**config.mk**
```make
export PLATFORM = sky130hd
export DESIGN_NAME = mem_access_sequencer
export DESIGN_NICKNAME = d
export VERILOG_FILES = /design/src/rtl/mem_access_sequencer.sv
export SDC_FILE = /design/constraint.sdc
export NUM_CORES = 1
export LEC_CHECK = 0
export ABC_AREA = 0
export BUFFER_PORTS_ARGS = -buffer_cell sky130_fd_sc_hd__buf_2
export CAP_MARGIN = 15
export CORE_MARGIN = 5
export CORE_UTILIZATION = 45
export DETAILED_ROUTE_END_ITERATION = 12
export GPL_TIMING_DRIVEN = 0
export PLACE_DENSITY = 0.68
export RECOVER_POWER = 25
export SYNTH_ARGS = -nofsm -noshare
export SYNTH_HDL_FRONTEND = slang
export SYNTH_SLANG_ARGS = --single-unit
```
**constraint.sdc**
```tcl
create_clock -name i_clk -period 3.7 [get_ports i_clk]
set_input_delay 0.555 -clock i_clk [delete_from_list [all_inputs] [get_ports i_clk]]
set_output_delay 0.555 -clock i_clk [all_outputs]
set_load 0.01 [all_outputs]
```
**src/rtl/mem_access_sequencer.sv**
```systemverilog
// -----------------------------------------------------------------------------
// mem_access_sequencer
//
// Purpose:
//   Takes decoded memory operations from the execute stage and forms the
//   effective address. Drives a req/ack handshake toward the memory arbiter.
//   Runs the multi-word interrupt context push (INT_PUSH) as a burst of
//   PUSH_DEPTH write beats at base_sp + k.
//
// Optional feature (compile-time macro MEM_ACCESS_STACK_CHECK_EN):
//   When the macro is defined, SP-relative operations and INT_PUSH beats whose
//   address is below STACK_LIMIT are rejected. A rejected beat never issues,
//   o_fault pulses for one cycle and the block returns to IDLE.
//   When the macro is undefined, no check is made and o_fault is constant 0.
//
// Ports:
//   i_clk              system clock, rising edge
//   i_rst              synchronous active-high reset
//   i_op_valid         operation offered
//   o_op_ready         block can accept an operation (IDLE only)
//   i_op_code          0 NONE, 1 LOAD_R, 2 LOAD_SP, 3 STORE_R, 4 STORE_SP,
//                      5 INT_PUSH, 6/7 treated as NONE
//   i_imm              raw immediate (R forms use [4:0], SP forms use [7:0])
//   i_base_r           general register base
//   i_base_sp          stack pointer base
//   i_store_data       write data for STORE_R / STORE_SP
//   i_push_data        burst words, word k at [k*DATA_W +: DATA_W]
//   i_flush            aborts any operation in progress
//   o_mem_req          memory request valid
//   i_mem_ack          memory accepted the current beat
//   o_memory_control   0 IDLE, 1 READ, 2 WRITE
//   o_memory_address   beat address
//   o_mem_wdata        beat write data, 0 on reads
//   o_op_done          one-cycle pulse when the last beat is acknowledged
//   o_fault            one-cycle pulse on a rejected access
// -----------------------------------------------------------------------------
module mem_access_sequencer #(
  parameter int                 ADDR_W      = 16,
  parameter int                 DATA_W      = 16,
  parameter int                 PUSH_DEPTH  = 3,
  parameter logic [ADDR_W-1:0]  STACK_LIMIT = 16'h8000
) (
  input  logic                         i_clk,
  input  logic                         i_rst,
  input  logic                         i_op_valid,
  output logic                         o_op_ready,
  input  logic [2:0]                   i_op_code,
  input  logic [7:0]                   i_imm,
  input  logic [ADDR_W-1:0]            i_base_r,
  input  logic [ADDR_W-1:0]            i_base_sp,
  input  logic [DATA_W-1:0]            i_store_data,
  input  logic [PUSH_DEPTH*DATA_W-1:0] i_push_data,
  input  logic                         i_flush,
  output logic                         o_mem_req,
  input  logic                         i_mem_ack,
  output logic [1:0]                   o_memory_control,
  output logic [ADDR_W-1:0]            o_memory_address,
  output logic [DATA_W-1:0]            o_mem_wdata,
  output logic                         o_op_done,
  output logic                         o_fault
);

  // Beat counter covers indices 0..7, the largest legal PUSH_DEPTH.
  localparam int                CNT_W     = 3;
  localparam logic [CNT_W-1:0]  LAST_BEAT = CNT_W'(PUSH_DEPTH - 1);
  localparam logic [CNT_W-1:0]  BEAT_ONE  = {{(CNT_W-1){1'b0}}, 1'b1};
  localparam logic [ADDR_W-1:0] ADDR_ONES = {ADDR_W{1'b1}};
  localparam logic [ADDR_W-1:0] ADDR_ONE  = {{(ADDR_W-1){1'b0}}, 1'b1};

  localparam logic [2:0] OP_LOAD_R   = 3'd1;
  localparam logic [2:0] OP_LOAD_SP  = 3'd2;
  localparam logic [2:0] OP_STORE_R  = 3'd3;
  localparam logic [2:0] OP_STORE_SP = 3'd4;
  localparam logic [2:0] OP_INT_PUSH = 3'd5;

  localparam logic [1:0] CTRL_IDLE  = 2'd0;
  localparam logic [1:0] CTRL_READ  = 2'd1;
  localparam logic [1:0] CTRL_WRITE = 2'd2;

`ifdef MEM_ACCESS_STACK_CHECK_EN
  localparam logic CHECK_EN = 1'b1;
`else
  localparam logic CHECK_EN = 1'b0;
`endif

  typedef enum logic [1:0] {
    ST_IDLE   = 2'd0,
    ST_SINGLE = 2'd1,
    ST_BURST  = 2'd2
  } state_t;

  // Selects burst word k from a packed push-data vector.
  function automatic logic [DATA_W-1:0] push_word(
    input logic [PUSH_DEPTH*DATA_W-1:0] data,
    input logic [CNT_W-1:0]             idx
  );
    logic [DATA_W-1:0] word;
    word = {DATA_W{1'b0}};
    for (int i = 0; i < PUSH_DEPTH; i++) begin
      if (idx == CNT_W'(i)) begin
        word = data[i*DATA_W +: DATA_W];
      end
    end
    return word;
  endfunction

  // True when a stack-relative address must be rejected (constant 0 when the
  // check is compiled out).
  function automatic logic stack_violation(input logic [ADDR_W-1:0] addr);
    return CHECK_EN && (addr < STACK_LIMIT);
  endfunction

  // Registers
  state_t                       r_state;
  logic [CNT_W-1:0]             r_beat;
  logic [PUSH_DEPTH*DATA_W-1:0] r_push_data;
  logic                         r_mem_req;
  logic [1:0]                   r_mem_ctrl;
  logic [ADDR_W-1:0]            r_mem_addr;
  logic [DATA_W-1:0]            r_mem_wdata;
  logic                         r_op_done;
  logic                         r_fault;

  // Next-state values
  state_t                       w_state_nxt;
  logic [CNT_W-1:0]             w_beat_nxt;
  logic [PUSH_DEPTH*DATA_W-1:0] w_push_data_nxt;
  logic                         w_mem_req_nxt;
  logic [1:0]                   w_mem_ctrl_nxt;
  logic [ADDR_W-1:0]            w_mem_addr_nxt;
  logic [DATA_W-1:0]            w_mem_wdata_nxt;
  logic                         w_op_done_nxt;
  logic                         w_fault_nxt;

  // Decoded view of the offered operation
  logic                         w_dec_go;
  logic                         w_dec_sp;
  logic                         w_dec_burst;
  logic [1:0]                   w_dec_ctrl;
  logic [ADDR_W-1:0]            w_dec_addr;
  logic [DATA_W-1:0]            w_dec_wdata;

  logic [ADDR_W-1:0]            w_sext5;
  logic [ADDR_W-1:0]            w_sext8;
  logic [ADDR_W-1:0]            w_burst_addr;
  logic [CNT_W-1:0]             w_beat_inc;

  assign w_sext5      = {{(ADDR_W-5){i_imm[4]}}, i_imm[4:0]};
  assign w_sext8      = {{(ADDR_W-8){i_imm[7]}}, i_imm[7:0]};
  assign w_burst_addr = r_mem_addr + ADDR_ONE;
  assign w_beat_inc   = r_beat + BEAT_ONE;

  assign o_op_ready       = (r_state == ST_IDLE);
  assign o_mem_req        = r_mem_req;
  assign o_memory_control = r_mem_ctrl;
  assign o_memory_address = r_mem_addr;
  assign o_mem_wdata      = r_mem_wdata;
  assign o_op_done        = r_op_done;
  assign o_fault          = r_fault;

  // Decode the offered op code into first-beat address, control and data.
  always_comb begin
    w_dec_go    = 1'b0;
    w_dec_sp    = 1'b0;
    w_dec_burst = 1'b0;
    w_dec_ctrl  = CTRL_IDLE;
    w_dec_addr  = ADDR_ONES;
    w_dec_wdata = {DATA_W{1'b0}};
    case (i_op_code)
      OP_LOAD_R: begin
        w_dec_go   = 1'b1;
        w_dec_ctrl = CTRL_READ;
        w_dec_addr = i_base_r + w_sext5;
      end
      OP_LOAD_SP: begin
        w_dec_go   = 1'b1;
        w_dec_sp   = 1'b1;
        w_dec_ctrl = CTRL_READ;
        w_dec_addr = i_base_sp + w_sext8;
      end
      OP_STORE_R: begin
        w_dec_go    = 1'b1;
        w_dec_ctrl  = CTRL_WRITE;
        w_dec_addr  = i_base_r + w_sext5;
        w_dec_wdata = i_store_data;
      end
      OP_STORE_SP: begin
        w_dec_go    = 1'b1;
        w_dec_sp    = 1'b1;
        w_dec_ctrl  = CTRL_WRITE;
        w_dec_addr  = i_base_sp + w_sext8;
        w_dec_wdata = i_store_data;
      end
      OP_INT_PUSH: begin
        w_dec_go    = 1'b1;
        w_dec_sp    = 1'b1;
        w_dec_burst = 1'b1;
        w_dec_ctrl  = CTRL_WRITE;
        w_dec_addr  = i_base_sp;
        w_dec_wdata = i_push_data[DATA_W-1:0];
      end
      default: begin
        // NONE and the unused codes 6/7 are accepted as no-ops.
        w_dec_go    = 1'b0;
        w_dec_sp    = 1'b0;
        w_dec_burst = 1'b0;
        w_dec_ctrl  = CTRL_IDLE;
        w_dec_addr  = ADDR_ONES;
        w_dec_wdata = {DATA_W{1'b0}};
      end
    endcase
  end

  // Next-state and next-output logic; outputs are registered below.
  always_comb begin
    w_state_nxt     = r_state;
    w_beat_nxt      = r_beat;
    w_push_data_nxt = r_push_data;
    w_mem_req_nxt   = r_mem_req;
    w_mem_ctrl_nxt  = r_mem_ctrl;
    w_mem_addr_nxt  = r_mem_addr;
    w_mem_wdata_nxt = r_mem_wdata;
    w_op_done_nxt   = 1'b0;
    w_fault_nxt     = 1'b0;

    if (i_flush) begin
      // Flush outranks ack and a new offer: drop everything silently.
      w_state_nxt     = ST_IDLE;
      w_beat_nxt      = {CNT_W{1'b0}};
      w_mem_req_nxt   = 1'b0;
      w_mem_ctrl_nxt  = CTRL_IDLE;
      w_mem_addr_nxt  = ADDR_ONES;
      w_mem_wdata_nxt = {DATA_W{1'b0}};
    end else begin
      case (r_state)
        ST_IDLE: begin
          if (i_op_valid && w_dec_go) begin
            if (w_dec_sp && stack_violation(w_dec_addr)) begin
              w_fault_nxt = 1'b1;
            end else begin
              w_state_nxt     = w_dec_burst ? ST_BURST : ST_SINGLE;
              w_beat_nxt      = {CNT_W{1'b0}};
              w_push_data_nxt = i_push_data;
              w_mem_req_nxt   = 1'b1;
              w_mem_ctrl_nxt  = w_dec_ctrl;
              w_mem_addr_nxt  = w_dec_addr;
              w_mem_wdata_nxt = w_dec_wdata;
            end
          end else begin
            w_state_nxt = ST_IDLE;
          end
        end
        ST_SINGLE: begin
          if (r_mem_req && i_mem_ack) begin
            w_state_nxt     = ST_IDLE;
            w_mem_req_nxt   = 1'b0;
            w_mem_ctrl_nxt  = CTRL_IDLE;
            w_mem_addr_nxt  = ADDR_ONES;
            w_mem_wdata_nxt = {DATA_W{1'b0}};
            w_op_done_nxt   = 1'b1;
          end else begin
            w_state_nxt = ST_SINGLE;
          end
        end
        ST_BURST: begin
          if (r_mem_req && i_mem_ack) begin
            if (r_beat == LAST_BEAT) begin
              w_state_nxt     = ST_IDLE;
              w_beat_nxt      = {CNT_W{1'b0}};
              w_mem_req_nxt   = 1'b0;
              w_mem_ctrl_nxt  = CTRL_IDLE;
              w_mem_addr_nxt  = ADDR_ONES;
              w_mem_wdata_nxt = {DATA_W{1'b0}};
              w_op_done_nxt   = 1'b1;
            end else if (stack_violation(w_burst_addr)) begin
              // Earlier beats stay written; only the offending beat is held back.
              w_state_nxt     = ST_IDLE;
              w_beat_nxt      = {CNT_W{1'b0}};
              w_mem_req_nxt   = 1'b0;
              w_mem_ctrl_nxt  = CTRL_IDLE;
              w_mem_addr_nxt  = ADDR_ONES;
              w_mem_wdata_nxt = {DATA_W{1'b0}};
              w_fault_nxt     = 1'b1;
            end else begin
              // Next beat follows with no request bubble.
              w_beat_nxt      = w_beat_inc;
              w_mem_addr_nxt  = w_burst_addr;
              w_mem_wdata_nxt = push_word(r_push_data, w_beat_inc);
            end
          end else begin
            w_state_nxt = ST_BURST;
          end
        end
        default: begin
          w_state_nxt     = ST_IDLE;
          w_beat_nxt      = {CNT_W{1'b0}};
          w_mem_req_nxt   = 1'b0;
          w_mem_ctrl_nxt  = CTRL_IDLE;
          w_mem_addr_nxt  = ADDR_ONES;
          w_mem_wdata_nxt = {DATA_W{1'b0}};
        end
      endcase
    end
  end

  // State and output registers with synchronous reset.
  always_ff @(posedge i_clk) begin
    if (i_rst) begin
      r_state     <= ST_IDLE;
      r_beat      <= {CNT_W{1'b0}};
      r_push_data <= {(PUSH_DEPTH*DATA_W){1'b0}};
      r_mem_req   <= 1'b0;
      r_mem_ctrl  <= CTRL_IDLE;
      r_mem_addr  <= ADDR_ONES;
      r_mem_wdata <= {DATA_W{1'b0}};
      r_op_done   <= 1'b0;
      r_fault     <= 1'b0;
    end else begin
      r_state     <= w_state_nxt;
      r_beat      <= w_beat_nxt;
      r_push_data <= w_push_data_nxt;
      r_mem_req   <= w_mem_req_nxt;
      r_mem_ctrl  <= w_mem_ctrl_nxt;
      r_mem_addr  <= w_mem_addr_nxt;
      r_mem_wdata <= w_mem_wdata_nxt;
      r_op_done   <= w_op_done_nxt;
      r_fault     <= w_fault_nxt;
    end
  end

endmodule

```
==> run_results.csv, run 1 <==
group,metric,value,unit
outcome,run_status,"finished, final reports clean",
clocking,htree_levels,3,
critical_path,worstPathRequired,3.91,ns
pwr,power_density,371,nW/um2
synthesis,synth-simple-area-share,22.3,%
timing,slew_headroom,40.4,%
pwr,ir_worst_vdd,216,uV
clocking,cts_root_buf,"clkbuf_16",
critical_path,critPathSlowestCell,"o32ai_1",
timing,hold_viol_final,0,
place,dp_hpwl,16400,um
place,io_buffers,146,
layout,final_common_cell,"nand2_1",
critical_path,max_stage_delay,0.51,ns
clocking,post_cts_resize_count,0,
place,place_area,7120,um2
global_route,grtUsageTotal,24.8,%
timing,setup_viol,0,
clocking,postCtsSetupRepairBufs,0,
floorplanning,start_util,46.2,%
route,firstDrtPassIters,5,
layout,instances_no_fill,1184,
route,routed_wl,20800,um
synthesis,synth_nets,996,
floorplanning,rows,42,
clocking,cts_made_buffers,9,
floorplanning,io_pins,150,
clocking,ctsHoldBuffers,0,
layout,final_cell_mix,"nand2_1, buf_2, a21oi_1",
clocking,cts_tree,"built",
timing,drv_slew,0,
place,placedCellCount,1168,
global_route,grt_antenna_before_repair,0,
critical_path,end_kind,"register",
synthesis,synth.mux.area_fraction,1.32,%
route,first_iter_violations,672,
layout,drive_above_1_share,15.8,%
synthesis,synthFlopType,"dfxtp_1",
floorplanning,die_area,16100,um2
route,wl_per_cell,17.6,um
clocking,clk_pin_slew_worst_paths,0.07,ns
layout,diodes,0,
timing,fin_skew,0.00719,ns
synthesis,ys_seq_area_share,28.9,%
place,gp_congestion,0.922,
layout,fillCellCount,1391,
clocking,clkLatencyLatePin,0.36,ns
synthesis,synth-seq-cells,89,
critical_path,critPathKind,"in -> reg",
synthesis,synth-async-reset-ratio,0,%
synthesis,avgSynthCellArea,7.29,um2
global_route,grt_pass1_wl,32200,um
synthesis,synth_edf_count,0,
synthesis,synth_compound_area_share,31.0,%
critical_path,startpoint_type,"primary input",
clocking,clock_path_buffers,2,
timing,worst_pin_slew,0.887,ns
layout,num-nets-final,1153,
synthesis,synthDistinctLibCells,70,
floorplanning,fp.dieW,127,um
global_route,grt_max_degree,18,
route,vias_per_cell,5.84,
worst_hold_path,hp-class,"in -> reg",
timing,period_share,82.5,%
floorplanning,die_h,127,um
synthesis,ys_warn_count,0,
synthesis,synth_xor_area_share,3.41,%
critical_path,crit_path_cell_trace,"buf_2 > ha_1 > fa_1 > a211oi_1 > nor3_1 > o32ai_1 > o21bai_1 > xor2_1 > a221oi_1 > o221ai_1",
synthesis,synthesis.area,6160,um2
timing,clock.fmax,328,MHz
pwr,leakage,2.99,nW
critical_path,path_max_fanout,3,
timing,grt_setup_unrepaired,"false",
timing,fin_crit,3.05,ns
timing,setup_tns,0,ns
synthesis,synth_top_family_by_area,"compound AO/OA/AOI/OAI gates",
global_route,grt_overflow,0,
route,vias,6920,
timing,whs,0.433,ns
layout,design_area,7390,um2
floorplanning,core_area,13300,um2
route,drc,0,
pwr,power.total,2.74,mW
route,ant_nets,0,
critical_path,cp.arrival,3.26,ns
synthesis,synth_adder_area_share,7.96,%
synthesis,synth_cells,846,
clocking,clock-sinks,89,
job,maxCapViolations,0,
global_route,first_global_vias,6525,
layout,syn_to_final_growth,19.8,%
## worst max-delay path, delay by kind of cell
family | cells | cell delay (ns)
AO/OA/AOI/OAI | 5 | 1.63
adder cells (fa/ha/maj) | 2 | 0.67
XOR/XNOR | 1 | 0.16
AND/OR/NAND/NOR | 1 | 0.12
buffers and inverters | 1 | 0.11
## routing by layer
metal | up-vias | global-route usage (%) | wire [um]
met5 | - | 0 | 0
met2 | 308 | 40.2 | 9480
met4 | 0 | 10.7 | 648
li1 | 3431 | - | -
met1 | 3137 | 32.1 | 8900
met3 | 44 | 5.05 | 1750
## Yosys cell counts, drive strengths merged (2+ instances only)
cell type | n | area [um2]
a211o | 2 | 17.5
a211oi | 22 | 165
a21boi | 2 | 15.0
a21o | 13 | 97.6
a21oi | 112 | 568
a221o | 2 | 20.0
a221oi | 6 | 52.6
a222oi | 16 | 160
a22oi | 2 | 15.0
a31oi | 24 | 150
a32oi | 2 | 17.5
and3 | 7 | 43.8
and4 | 3 | 26.3
buf | 16 | 90.1
clkbuf | 44 | 166
dfxtp | 89 | 1780
fa | 2 | 40.0
ha | 36 | 450
inv | 14 | 52.6
mux2i | 7 | 70.1
nand2 | 150 | 563
nand2b | 10 | 62.6
nand3 | 28 | 140
nand4 | 9 | 56.3
nor2 | 74 | 280
nor2b | 2 | 12.5
nor3 | 11 | 60.1
nor3b | 2 | 15.0
nor4 | 2 | 12.5
o211ai | 10 | 75.1
o21a | 4 | 30.0
o21ai | 44 | 220
o21bai | 4 | 30.0
o221ai | 2 | 17.5
o22a | 2 | 17.5
o22ai | 9 | 56.3
o31ai | 7 | 52.6
or2 | 3 | 18.8
or3 | 7 | 43.8
xnor2 | 11 | 96.3
xor2 | 13 | 114
## flip-flops by register name (all words and copies together), names as in the netlist
name / flops
o_mem_req: 1
o_memory_address: 16
o_mem_wdata: 16
o_op_done: 1
r_state: 2
r_beat: 3
o_memory_control: 2
r_push_data: 48
## stage by stage
step / worst slack (ns) / util, %
finish: 0.648 / 55.3
detailed placement: 0.336 / 53.3
global route: 0.480 / 55.3
global placement: 0.339 / 53.3
floorplan: 0.969 / -
CTS: 0.703 / 55.6
## power by group
| group | internal, mW | leakage, nW | switching, mW |
|---|---|---|---|
| Combinational | 0.292 | 2.12 | 0.455 |
| Sequential | 1.00 | 0.724 | 0.0343 |
| Clock | 0.535 | 0.149 | 0.422 |
## worst paths after layout
kind | startpoint | to | slack [ns] | cells after the start
max | i_imm[0] | o_memory_address[12]$_SDFFE_PP1P_ | 0.65 | 10
min | i_push_data[22] | r_push_data[22]$_SDFFE_PP0P_ | 0.43 | 3
max reg2reg | r_beat[0]$_SDFFE_PP0P_ | o_mem_wdata[11]$_SDFFE_PP0P_ | 0.91 | 10
min reg2reg | r_push_data[42]$_SDFFE_PP0P_ | r_push_data[42]$_SDFFE_PP0P_ | 0.46 | 2
## cells by family after synthesis
family,after synthesis
AOI/OAI and AO/OA,299
and+or+nand+nor,313
muxes,8
adders and majority gates,38
DFF,89
buffers and inverters,74
other,1
xor gates and xnor gates,24
## cell type report
| class | instances | area [um2] | share of cell area (%) |
|---|---|---|---|
| plain buffers | 60 | 256 | 3.47 |
| clock buffers | 9 | 225 | 3.05 |
| clock inverters | 7 | 83.8 | 1.14 |
| inverters | 14 | 52.6 | 0.712 |
| multi-input cells | 683 | 4070 | 55.2 |
| flip-flops and latches | 89 | 1780 | 24.1 |
| well taps | 176 | 220 | 2.98 |
| repair buffers | 146 | 692 | 9.37 |
No activity file was read; power rests on OpenSTA's default activity.
==> inputs of run 2 (changes only) <==
--- a/config.mk
+++ b/config.mk
@@ -12,7 +12,7 @@
 export CORE_UTILIZATION = 45
 export DETAILED_ROUTE_END_ITERATION = 12
 export GPL_TIMING_DRIVEN = 0
-export PLACE_DENSITY = 0.68
+export PLACE_DENSITY = 0.71
 export RECOVER_POWER = 25
 export SYNTH_ARGS = -nofsm -noshare
 export SYNTH_HDL_FRONTEND = slang
==> constraint.sdc (replaced) <==
create_clock -name i_clk -period 2.8 [get_ports i_clk]
set_input_delay 0.42 -clock i_clk [delete_from_list [all_inputs] [get_ports i_clk]]
set_output_delay 0.42 -clock i_clk [all_outputs]
set_load 0.01 [all_outputs]
==> run 2 against run 1 <==
  * Flip-flop and latch count is the same
  * Clock power grew 42%
  * Global-route usage shrank 0.32 points
  * Worst setup slack lost 0.55 ns
  * Critical path depth is the same
  * Worst hold slack lost 0.12 ns
  * Power grew 36%
  * Largest cell class unchanged
  * Largest power group unchanged
==> run_results.csv, run 2 (synthesis results as in run 1) <==
group,metric,value,unit
layout,top_register,"r_push_data",
place,io_buffers,146,
critical_path,critPathKind,"in -> reg",
timing,hold_viol_final,0,
layout,drive_above_1_share,16.5,%
layout,num-nets-final,1153,
layout,syn_to_final_growth,20.7,%
layout,largest_register_ffs,48,
global_route,grt_antenna_before_repair,0,
timing,drv_slew,0,
floorplanning,die_h,127,um
floorplanning,io_pins,150,
clocking,clock_path_buffers,2,
route,drc,0,
timing,fin_crit,2.71,ns
clocking,postCtsSetupRepairBufs,0,
clocking,cts_tree,"built",
outcome,run_status,"finished, final reports clean",
route,wl_per_cell,17.4,um
job,maxCapViolations,0,
timing,slew_headroom,52.8,%
pwr,leakage,3.02,nW
layout,diodes,0,
timing,setup_tns,0,ns
timing,grt_setup_unrepaired,"false",
critical_path,worstPathRequired,2.99,ns
critical_path,path_max_fanout,3,
clocking,htree_levels,3,
floorplanning,core_area,13300,um2
place,dp_hpwl,16100,um
route,firstDrtPassIters,5,
clocking,clock-sinks,89,
global_route,grt_overflow,0,
clocking,clkLatencyLatePin,0.34,ns
pwr,power.total,3.72,mW
timing,fin_skew,0.00759,ns
layout,final_common_cell,"nand2_1",
floorplanning,start_util,46.2,%
global_route,grt_max_degree,16,
timing,worst_pin_slew,0.708,ns
floorplanning,fp.dieW,127,um
floorplanning,die_area,16100,um2
route,first_iter_violations,639,
route,vias,6979,
pwr,power_density,500,nW/um2
route,vias_per_cell,5.89,
pwr,ir_worst_vdd,348,uV
critical_path,startpoint_type,"primary input",
critical_path,end_kind,"register",
clocking,cts_root_buf,"clkbuf_16",
global_route,first_global_vias,6320,
global_route,grtUsageTotal,24.5,%
route,routed_wl,20600,um
clocking,ctsHoldBuffers,0,
timing,clock.fmax,370,MHz
place,placedCellCount,1168,
place,gp_congestion,0.945,
timing,whs,0.310,ns
clocking,cts_made_buffers,9,
clocking,clk_pin_slew_worst_paths,0.07,ns
layout,instances_no_fill,1184,
critical_path,cp.arrival,2.89,ns
critical_path,r2r_slack,0.14,ns
floorplanning,rows,42,
route,ant_nets,0,
layout,final_cell_mix,"nand2_1, buf_2, a21oi_1",
timing,setup_viol,0,
timing,period_share,96.6,%
global_route,grt_pass1_wl,32200,um
worst_hold_path,hp-class,"in -> reg",
## run 2: through the flow
| step | util [%] | area (um2) | worst slack, ns |
|---|---|---|---|
| 3_3_place_gp | 53.3 | 7120 | -0.399 |
| 6_report | 55.8 | 7440 | 0.0938 |
| 3_5_place_dp | 53.3 | 7120 | -0.432 |
| 2_1_floorplan | - | 6160 | 0.204 |
| 4_1_cts | 55.9 | 7460 | 0.0766 |
| 5_1_grt | 55.8 | 7440 | 0.00444 |
## run 2: timing repair
item                                    CTS  global route
gates resized for setup                   1             8
pin swaps                                 0             1
endpoints found under the setup margin    1            23
hold endpoints to repair                  0             0
## run 2: worst max-delay path, cell delays in order
cell      delay [ns]
buf_2           0.11
ha_1            0.21
fa_1            0.46
a211oi_2        0.29
nor3_1          0.11
o32ai_2         0.38
o21bai_1        0.15
xor2_1          0.15
a221oi_1        0.42
o221ai_1        0.19
## run 2: worst paths after layout
| path | to | depth (start not counted) | from |
|---|---|---|---|
| worst max register to register | o_mem_wdata[5]$_SDFFE_PP0P_ | 10 | r_beat[0]$_SDFFE_PP0P_ |
| worst min register to register | r_push_data[2]$_SDFFE_PP0P_ | 2 | r_push_data[2]$_SDFFE_PP0P_ |
| worst min-delay path | r_push_data[32]$_SDFFE_PP0P_ | 3 | i_push_data[32] |
| worst max-delay path | o_memory_address[12]$_SDFFE_PP1P_ | 10 | i_imm[0] |
## run 2: layout make-up
| type | instances | area (um2) |
|---|---|---|
| fill | 1319 | 5910 |
| multi-input combinational | 683 | 4100 |
| sequential | 89 | 1780 |
| timing repair buffer | 146 | 693 |
| buffer | 60 | 259 |
| clock buffer | 11 | 253 |
| tap | 176 | 220 |
| clock inverter | 5 | 86.3 |
| inverter | 14 | 52.6 |
## run 2: layer usage
layer | track usage (%) | up-vias | wire length, um
met5 | 0 | - | 0
met2 | 39.6 | 321 | 9250
met3 | 4.38 | 56 | 1820
li1 | - | 3423 | -
met4 | 9.72 | 0 | 692
met1 | 32.5 | 3179 | 8840
## run 2: where the power goes
part           switching (mW)  internal, mW  leakage (nW)  total (mW)
Combinational           0.601         0.388          2.13       0.989
Clock                   0.521         0.837         0.166        1.36
Sequential             0.0456          1.32         0.724        1.37
Total                    1.17          2.55          3.02        3.72
